[config.mk]
export PLATFORM = sky130hd
export DESIGN_NAME = key_conditioner
export DESIGN_NICKNAME = d
export VERILOG_FILES = /design/src/rtl/key_conditioner.sv
export SDC_FILE = /design/constraint.sdc
export NUM_CORES = 1
export LEC_CHECK = 0
export CAP_MARGIN = 40
export CORE_ASPECT_RATIO = 0.6
export CORE_MARGIN = 3
export CORE_UTILIZATION = 40
export DETAILED_ROUTE_END_ITERATION = 10
export SYNTH_ARGS = -nofsm -noshare
export SYNTH_HDL_FRONTEND = slang
export SYNTH_SLANG_ARGS = --single-unit
[constraint.sdc]
create_clock -name CLOCK_50 -period 11.3 [get_ports CLOCK_50]
set_clock_uncertainty 0.1 [all_clocks]
set_input_delay 1.695 -clock CLOCK_50 [delete_from_list [all_inputs] [get_ports CLOCK_50]]
set_output_delay 1.695 -clock CLOCK_50 [all_outputs]
set_load 0.005 [all_outputs]
[src/rtl/key_conditioner.sv]
// Push-button conditioning: per key, a 2-flop synchroniser, a debouncer, press/release
// edge pulses and an auto-repeat pulse train for held keys.
module key_conditioner #(
  parameter int NUM_KEYS        = 3,
  parameter int DEBOUNCE_CYCLES = 500000,
  parameter int REPEAT_DELAY    = 25000000,
  parameter int REPEAT_RATE     = 5000000
) (
  input  logic                CLOCK_50,
  input  logic                reset,
  input  logic [NUM_KEYS-1:0] key_n,
  input  logic [NUM_KEYS-1:0] repeat_en,
  output logic [NUM_KEYS-1:0] key_level,
  output logic [NUM_KEYS-1:0] key_press,
  output logic [NUM_KEYS-1:0] key_release,
  output logic [NUM_KEYS-1:0] key_repeat
);

  localparam int CNT_W   = $clog2(DEBOUNCE_CYCLES);
  localparam int REP_MAX = (REPEAT_DELAY > REPEAT_RATE) ? REPEAT_DELAY : REPEAT_RATE;
  localparam int TMR_W   = (REP_MAX > 1) ? $clog2(REP_MAX) : 1;

  localparam logic [CNT_W-1:0] CNT_LAST   = CNT_W'(DEBOUNCE_CYCLES - 1);
  localparam logic [TMR_W-1:0] DELAY_LAST = TMR_W'(REPEAT_DELAY - 1);
  localparam logic [TMR_W-1:0] RATE_LAST  = TMR_W'(REPEAT_RATE - 1);

  typedef enum logic [1:0] {IDLE, DELAY, REPEAT} rep_state_t;

  for (genvar i = 0; i < NUM_KEYS; i++) begin : g_key
    logic             sync_meta;
    logic             sync_q;
    logic             sync;
    logic             stable;
    logic [CNT_W-1:0] count;
    logic             accept;
    logic             press_q;
    logic             release_q;
    logic             repeat_q;
    rep_state_t       state;
    logic [TMR_W-1:0] timer;

    assign sync   = ~sync_q;
    assign accept = (sync != stable) && (count == CNT_LAST);

    // Synchroniser resets to the released level so reset itself never looks like a press.
    always_ff @(posedge CLOCK_50 or posedge reset) begin
      if (reset) begin
        sync_meta <= 1'b1;
        sync_q    <= 1'b1;
      end else begin
        sync_meta <= key_n[i];
        sync_q    <= sync_meta;
      end
    end

    always_ff @(posedge CLOCK_50 or posedge reset) begin
      if (reset) begin
        stable    <= 1'b0;
        count     <= '0;
        press_q   <= 1'b0;
        release_q <= 1'b0;
      end else begin
        press_q   <= accept & sync;
        release_q <= accept & ~sync;
        if (sync == stable) begin
          count <= '0;
        end else if (count == CNT_LAST) begin
          stable <= sync;
          count  <= '0;
        end else begin
          count <= count + 1'b1;
        end
      end
    end

    // An accepted release always wins, even on the edge where the timer would match.
    always_ff @(posedge CLOCK_50 or posedge reset) begin
      if (reset) begin
        state    <= IDLE;
        timer    <= '0;
        repeat_q <= 1'b0;
      end else begin
        repeat_q <= 1'b0;
        if (accept && !sync) begin
          state <= IDLE;
          timer <= '0;
        end else begin
          case (state)
            IDLE: begin
              if (accept && sync) begin
                repeat_q <= 1'b1;
                timer    <= '0;
                state    <= DELAY;
              end
            end
            DELAY: begin
              if (repeat_en[i]) begin
                if (timer == DELAY_LAST) begin
                  repeat_q <= 1'b1;
                  timer    <= '0;
                  state    <= REPEAT;
                end else begin
                  timer <= timer + 1'b1;
                end
              end
            end
            REPEAT: begin
              if (repeat_en[i]) begin
                if (timer == RATE_LAST) begin
                  repeat_q <= 1'b1;
                  timer    <= '0;
                end else begin
                  timer <= timer + 1'b1;
                end
              end
            end
            default: begin
              state <= IDLE;
              timer <= '0;
            end
          endcase
        end
      end
    end

    assign key_level[i]   = stable;
    assign key_press[i]   = press_q;
    assign key_release[i] = release_q;
    assign key_repeat[i]  = repeat_q;
  end

endmodule

Word-level counts from Yosys, hierarchy flattened:

Cells that the tools add are included.

* equality and inequality tests: 36
* reduce and logical (&&, ||, !) cells: 21
* $add $sub $neg: 6
* bitwise gates (word level): 12
* multiplexer cells: 63

Operator list (count)
* $mux W25: 18
* $pmux W25 S3: 3
* $mux W19: 6
* $add A25 B1 Y25 const B: 3
* $eq A25 B23 Y1 const B: 3
* $eq A25 B25 Y1 const B: 3
* $add A19 B1 Y19 const B: 3
* $eq A19 B19 Y1 const B: 3
* $ne A3 B3 Y1 const B: 12
* $mux W2: 12
* $mux W1: 18
* $pmux W2 S3: 3
* $reduce_and A4 Y1: 3
* $logic_and A1 B1 Y1: 9
* $pmux W1 S3: 3
* $reduce_and A3 Y1: 3
* $and A1 B1 Y1: 6
* $eq A2 B1 Y1 const B: 3
* $eq A2 B2 Y1 const B: 3
* $logic_not A2 Y1: 3
* $ne A2 B2 Y1 const B: 3
* $not A1 Y1: 6
* $reduce_and A2 Y1: 3
* $eq A1 B1 Y1: 3
* $ne A1 B1 Y1: 3

* register bits: 156
* input bits: 8
* output and inout bits: 12
* word-level logic and storage cells: 165

Longest topological paths before layout:

* word-level depth: 7
* mapped depth: 9

Worst setup path after synthesis:

OpenSTA, ideal clock, no wires.

* path type: input port to flip-flop
* start point: in repeat_en[0]
* end point: reg g_key[0].timer[20]
* library setup time: 0.069 ns
* path slack: 7.995 ns
* buffers on the path: 1
* cell stages on the path: 7
* data required time: 11.131 ns
* arrival: 3.136 ns
* cell sequence: o21bai_1 nand2_1 o31ai_1 o211ai_1 clkbuf_1 or4_1 nand3_1

* longest elaborated chain between the ends: 2
* elaborated cells between the ends (all ways): 3
* classes of those cells: eq/ne: 2; reduce/logical: 1

RTL lines
* start, declared: line 12 `input logic [NUM_KEYS-1:0] repeat_en,`
* $ne A3 B3 Y1 (no source line)
* $reduce_and A3 Y1 (no source line) *
* end signal, assigned: line 103 `timer <= timer + 1'b1;`
* end signal, assigned: line 113 `timer <= timer + 1'b1;`
* end, declared: line 40 `logic [TMR_W-1:0] timer;`

Every way passes the cells marked *; elsewhere a longest branch is shown, timed or not.
A chain may end at the register's enable or synchronous reset.

Worst setup path after layout:

* start point: in repeat_en[1]
* end point: reg g_key[1].timer[10]

* longest elaborated chain between the ends: 2
* elaborated cells between the ends (all ways): 3
* classes of those cells: eq/ne: 2; reduce/logical: 1

RTL lines (line)
* $ne A3 B3 Y1 (no source line)
* $reduce_and A3 Y1 (no source line) *
* end signal, assigned: 103
* end signal, assigned: 113
* end, declared: 40

Marked as above.

==> results.md <==
- Vias in the first global route: approximately 6.5k
- Post-Syn Area: a little under 9000 sq um
- Ys Warns: 0
- Core area: 21190 sq um
- Fillers: 2003
- HP Class: reg2reg
- Layout Area Growth over Synthesis: 11.40%
- Drt first pass iters: 5
- Fin. Hold Viols: 0
- RSZ-0062 raised after global routing: false
- DRC: 0
- Clk buf depth: 2
- Fin crit share: 32.77%
- Worst setup SP type: primary input
- Number of flops mapped to enable cells by yosys: 0
- Nets: ~970
- Via count: a little under 7k
- WL/cell: approximately 15 um
- Hpwl dp: roughly 13000 um
- WL final: between 15000 and 20000 um
- Layout cell share with drive strength beyond 1: about 8.5%
- Global Route Usage Sum: between 10% and 20%
- Mux contribution to synthesized area: 1.625%
- Reg2Reg Setup Slack: ~7.7 ns
- Synth Flop Type: dfrtp_1
- Fin crit period: about 3.7 ns
- CP Data Arrival Time: just under 4 ns
- PwrDens: 142.2 nW/um^2
- Compound-Gate Fraction of Synth Area: 13.67%
- Maximum vdd drop: about 110 uV
- Post-Synth Simple-Gate Area: between 20% and 30%
- Synth area leader: dfrtp_1
- Area of the multi-input gates: ~4400 sq um
- Critical-path cell with the highest stage delay: clkdlybuf4s50_1
- RR Endpoint: g_key[2].timer[2]$_DFFE_PP0P_
- # H-tree levels: 4
- Ranking of synthesized cells by area: dfrtp_1 (43%), nand3_1 (5.7%), nand2_1 (4.8%), nor2_1 (3.8%), xor2_1 (3.2%)
- PostCTS Resize Cnt: 0
- Status: finished clean
- CTS tree: done
- Hold buffer count at cts: 0
- Io pins: 20
- Synth Net Count: around 970
- Final global-route overflow total: 0
- GP Congestion: approximately 0.8
- Hold path endpoint: g_key[1].sync_q$_DFF_PP1_
- Top cells by count, synth: dfrtp_1 (150), nand2_1 (111), nand3_1 (99)
- Worst-margin pin slew: 0.8904 ns
- Reg2reg start: g_key[2].timer[10]$_DFFE_PP0P_
- Cell row count: between 40 and 50
- Die X: between 150 and 200 um
- Dpl ws: 6.851 ns
- CTS sink cnt: 156
- Placed instance area: 9141 sq um
- Fmax: about 0.27 GHz
- Reg clk slew, reported paths: roughly 0.060 ns
- Largest net degree at the start of global routing: just over 80
- Initial antenna violation count: 0
- N_diodes: 0
- Vias/cell: between 5 and 6
- Global-route wire length before repair: about 33000 um
- Max cap viols: 0
- Reg2Reg Depth: 8
- WS Path Type: in2reg
- 1st-iter DRT viols: 585
- Post-Layout Inst Area: 9694 sq um
- Crit. End Element: flip-flop
- Post-synthesis register bit count: about 160
- Clock Latency Late Sink: around 0.43 ns
- Register area: between 3000 and 4000 sq um
- Power after layout: ~0.0014 W
- Cell variety after synth: 63
- Register area share after synthesis: between 40% and 50%
- Initial Util: between 40% and 50%
- Adder-cell share of the synthesized area: just over 3%
- Remaining antenna violation count: 0
- Port-buffer cells: 19
- Hold Path Cell Cnt: 0
- Worst path required time: 11.51 ns
- Hold Startpoint: g_key[1].sync_meta$_DFF_PP1_
- Fraction of registers with async set/reset: 100.0%
- Most numerous cell in the Yosys netlist: dfrtp_1
- CP cell instances: clkdlybuf4s50_1 -> o21ba_2 -> nor4b_1 -> o2bb2ai_1 -> buf_4 -> nand2_1 -> o311ai_0
- Die area: 23620 sq um
- Relative slew slack: slightly above 40%
- Final setup violation count: 0
- Final Slew Violations: 0
- Setup TNS: 0 ns
- Synth Instances: between 900 and 1k
- CTS Buf Count: 17
- CTS Root Cell: clkbuf_16
- Utilization after layout: between 40% and 50%
- Avg Cell Area, Syn: approximately 9.3 sq um
- Critical Path Max Stage Delay: around 0.5 ns
- Largest family of logic cells by synthesized area: simple AND/OR/NAND/NOR gates
- Post-synth top area share: between 40% and 50%
- Die H: ~120 um
- LEAKAGE: slightly above 4 nW
- Post-CTS Repair Setup Buffers: 0
- Worst-path maximum fanout: 13
- XOR/XNOR share of the synthesized area: around 5.1%
- Final worst slack: approximately 7.6 ns
[layout by cell type, fill, tap and decap left out, types with 11 or more instances in the layout]
cell / instances
nor3_1: 22
a21oi_1: 18
o31ai_1: 16
clkbuf_16: 17
a22oi_1: 15
o31ai_2: 15
or4_1: 11
and3_1: 18
or3_1: 28
nand2_1: 111
a2bb2oi_1: 21
nand4_1: 21
nand3_1: 99
nor2_1: 88
inv_1: 29
mux2i_1: 13
xnor2_1: 19
clkdlybuf4s50_1: 19
o21ai_0: 19
dfrtp_1: 150
ha_1: 21
xor2_1: 32
[sequential cells by signal, summed over array words and instances, names as in the netlist]
register         cells
g_key.count         57
g_key.press_q        3
g_key.repeat_q       3
g_key.release_q      3
g_key.sync_meta      3
g_key.timer         75
g_key.sync_q         3
g_key.state          6
g_key.stable         3
[cell families (layout without fill, tap and decap cells)]
| group | count (synthesis) | in the layout |
|---|---|---|
| AOI/OAI and AO/OA | 155 | 155 |
| DFF | 156 | 156 |
| buffers and inverters | 77 | 95 |
| and+or+nand+nor | 465 | 465 |
| adders and majority gates | 21 | 21 |
| xor gates and xnor gates | 51 | 51 |
| muxes | 14 | 14 |
[cell type report]
class	count	area share (%)
clock buffers	20	4.608
clock inverters	12	1.020
inverters	30	1.213
multi-input cells	706	45.77
flip-flops and latches	156	40.35
well taps	279	3.601
repair buffers	33	3.446
[worst max-delay path, delay by kind of cell]
| kind | cells | cell delay (ns) |
|---|---|---|
| compound gates | 3 | 0.86 |
| buf+inv | 2 | 0.73 |
| simple gates | 2 | 0.62 |
[worst max path at each step]
stage | end | slack (ns) | from
floorplan | g_key[0].count[0]$_DFF_PP0_ | 5.31 | reset
global placement | g_key[1].timer[12]$_DFFE_PP0P_ | 6.96 | repeat_en[1]
detailed placement | g_key[1].timer[12]$_DFFE_PP0P_ | 6.85 | repeat_en[1]
CTS | g_key[1].timer[10]$_DFFE_PP0P_ | 7.34 | repeat_en[1]
global route | g_key[1].timer[10]$_DFFE_PP0P_ | 7.35 | repeat_en[1]
finish | g_key[1].timer[10]$_DFFE_PP0P_ | 7.60 | repeat_en[1]
[power breakdown]
part	switching, W	internal (W)	total, W
clock	0.000236	0.000307	0.000542
sequential	0.0000470	0.000590	0.000637
combinational	0.000117	0.0000819	0.000199
total	0.000400	0.000979	0.00138
[per-layer routing]
metal,track usage (%),vias to the layer above,routed length (um)
li1,-,3404,-
met4,4.228,0,177
met5,0,-,0
met2,22.04,132,7203
met1,28.89,3290,10900
met3,3.954,12,862
[per-stage QoR]
stage | std cells | hold WS (ns)
after global placement | 1197 | 0.2465
after floorplan | 939 | 0.2452
after CTS | 1235 | 0.2562
final | 1236 | 0.2554
after global routing | 1236 | 0.2583
after detailed placement | 1203 | 0.2472
Note: power is estimated with default switching activity, not from simulation.
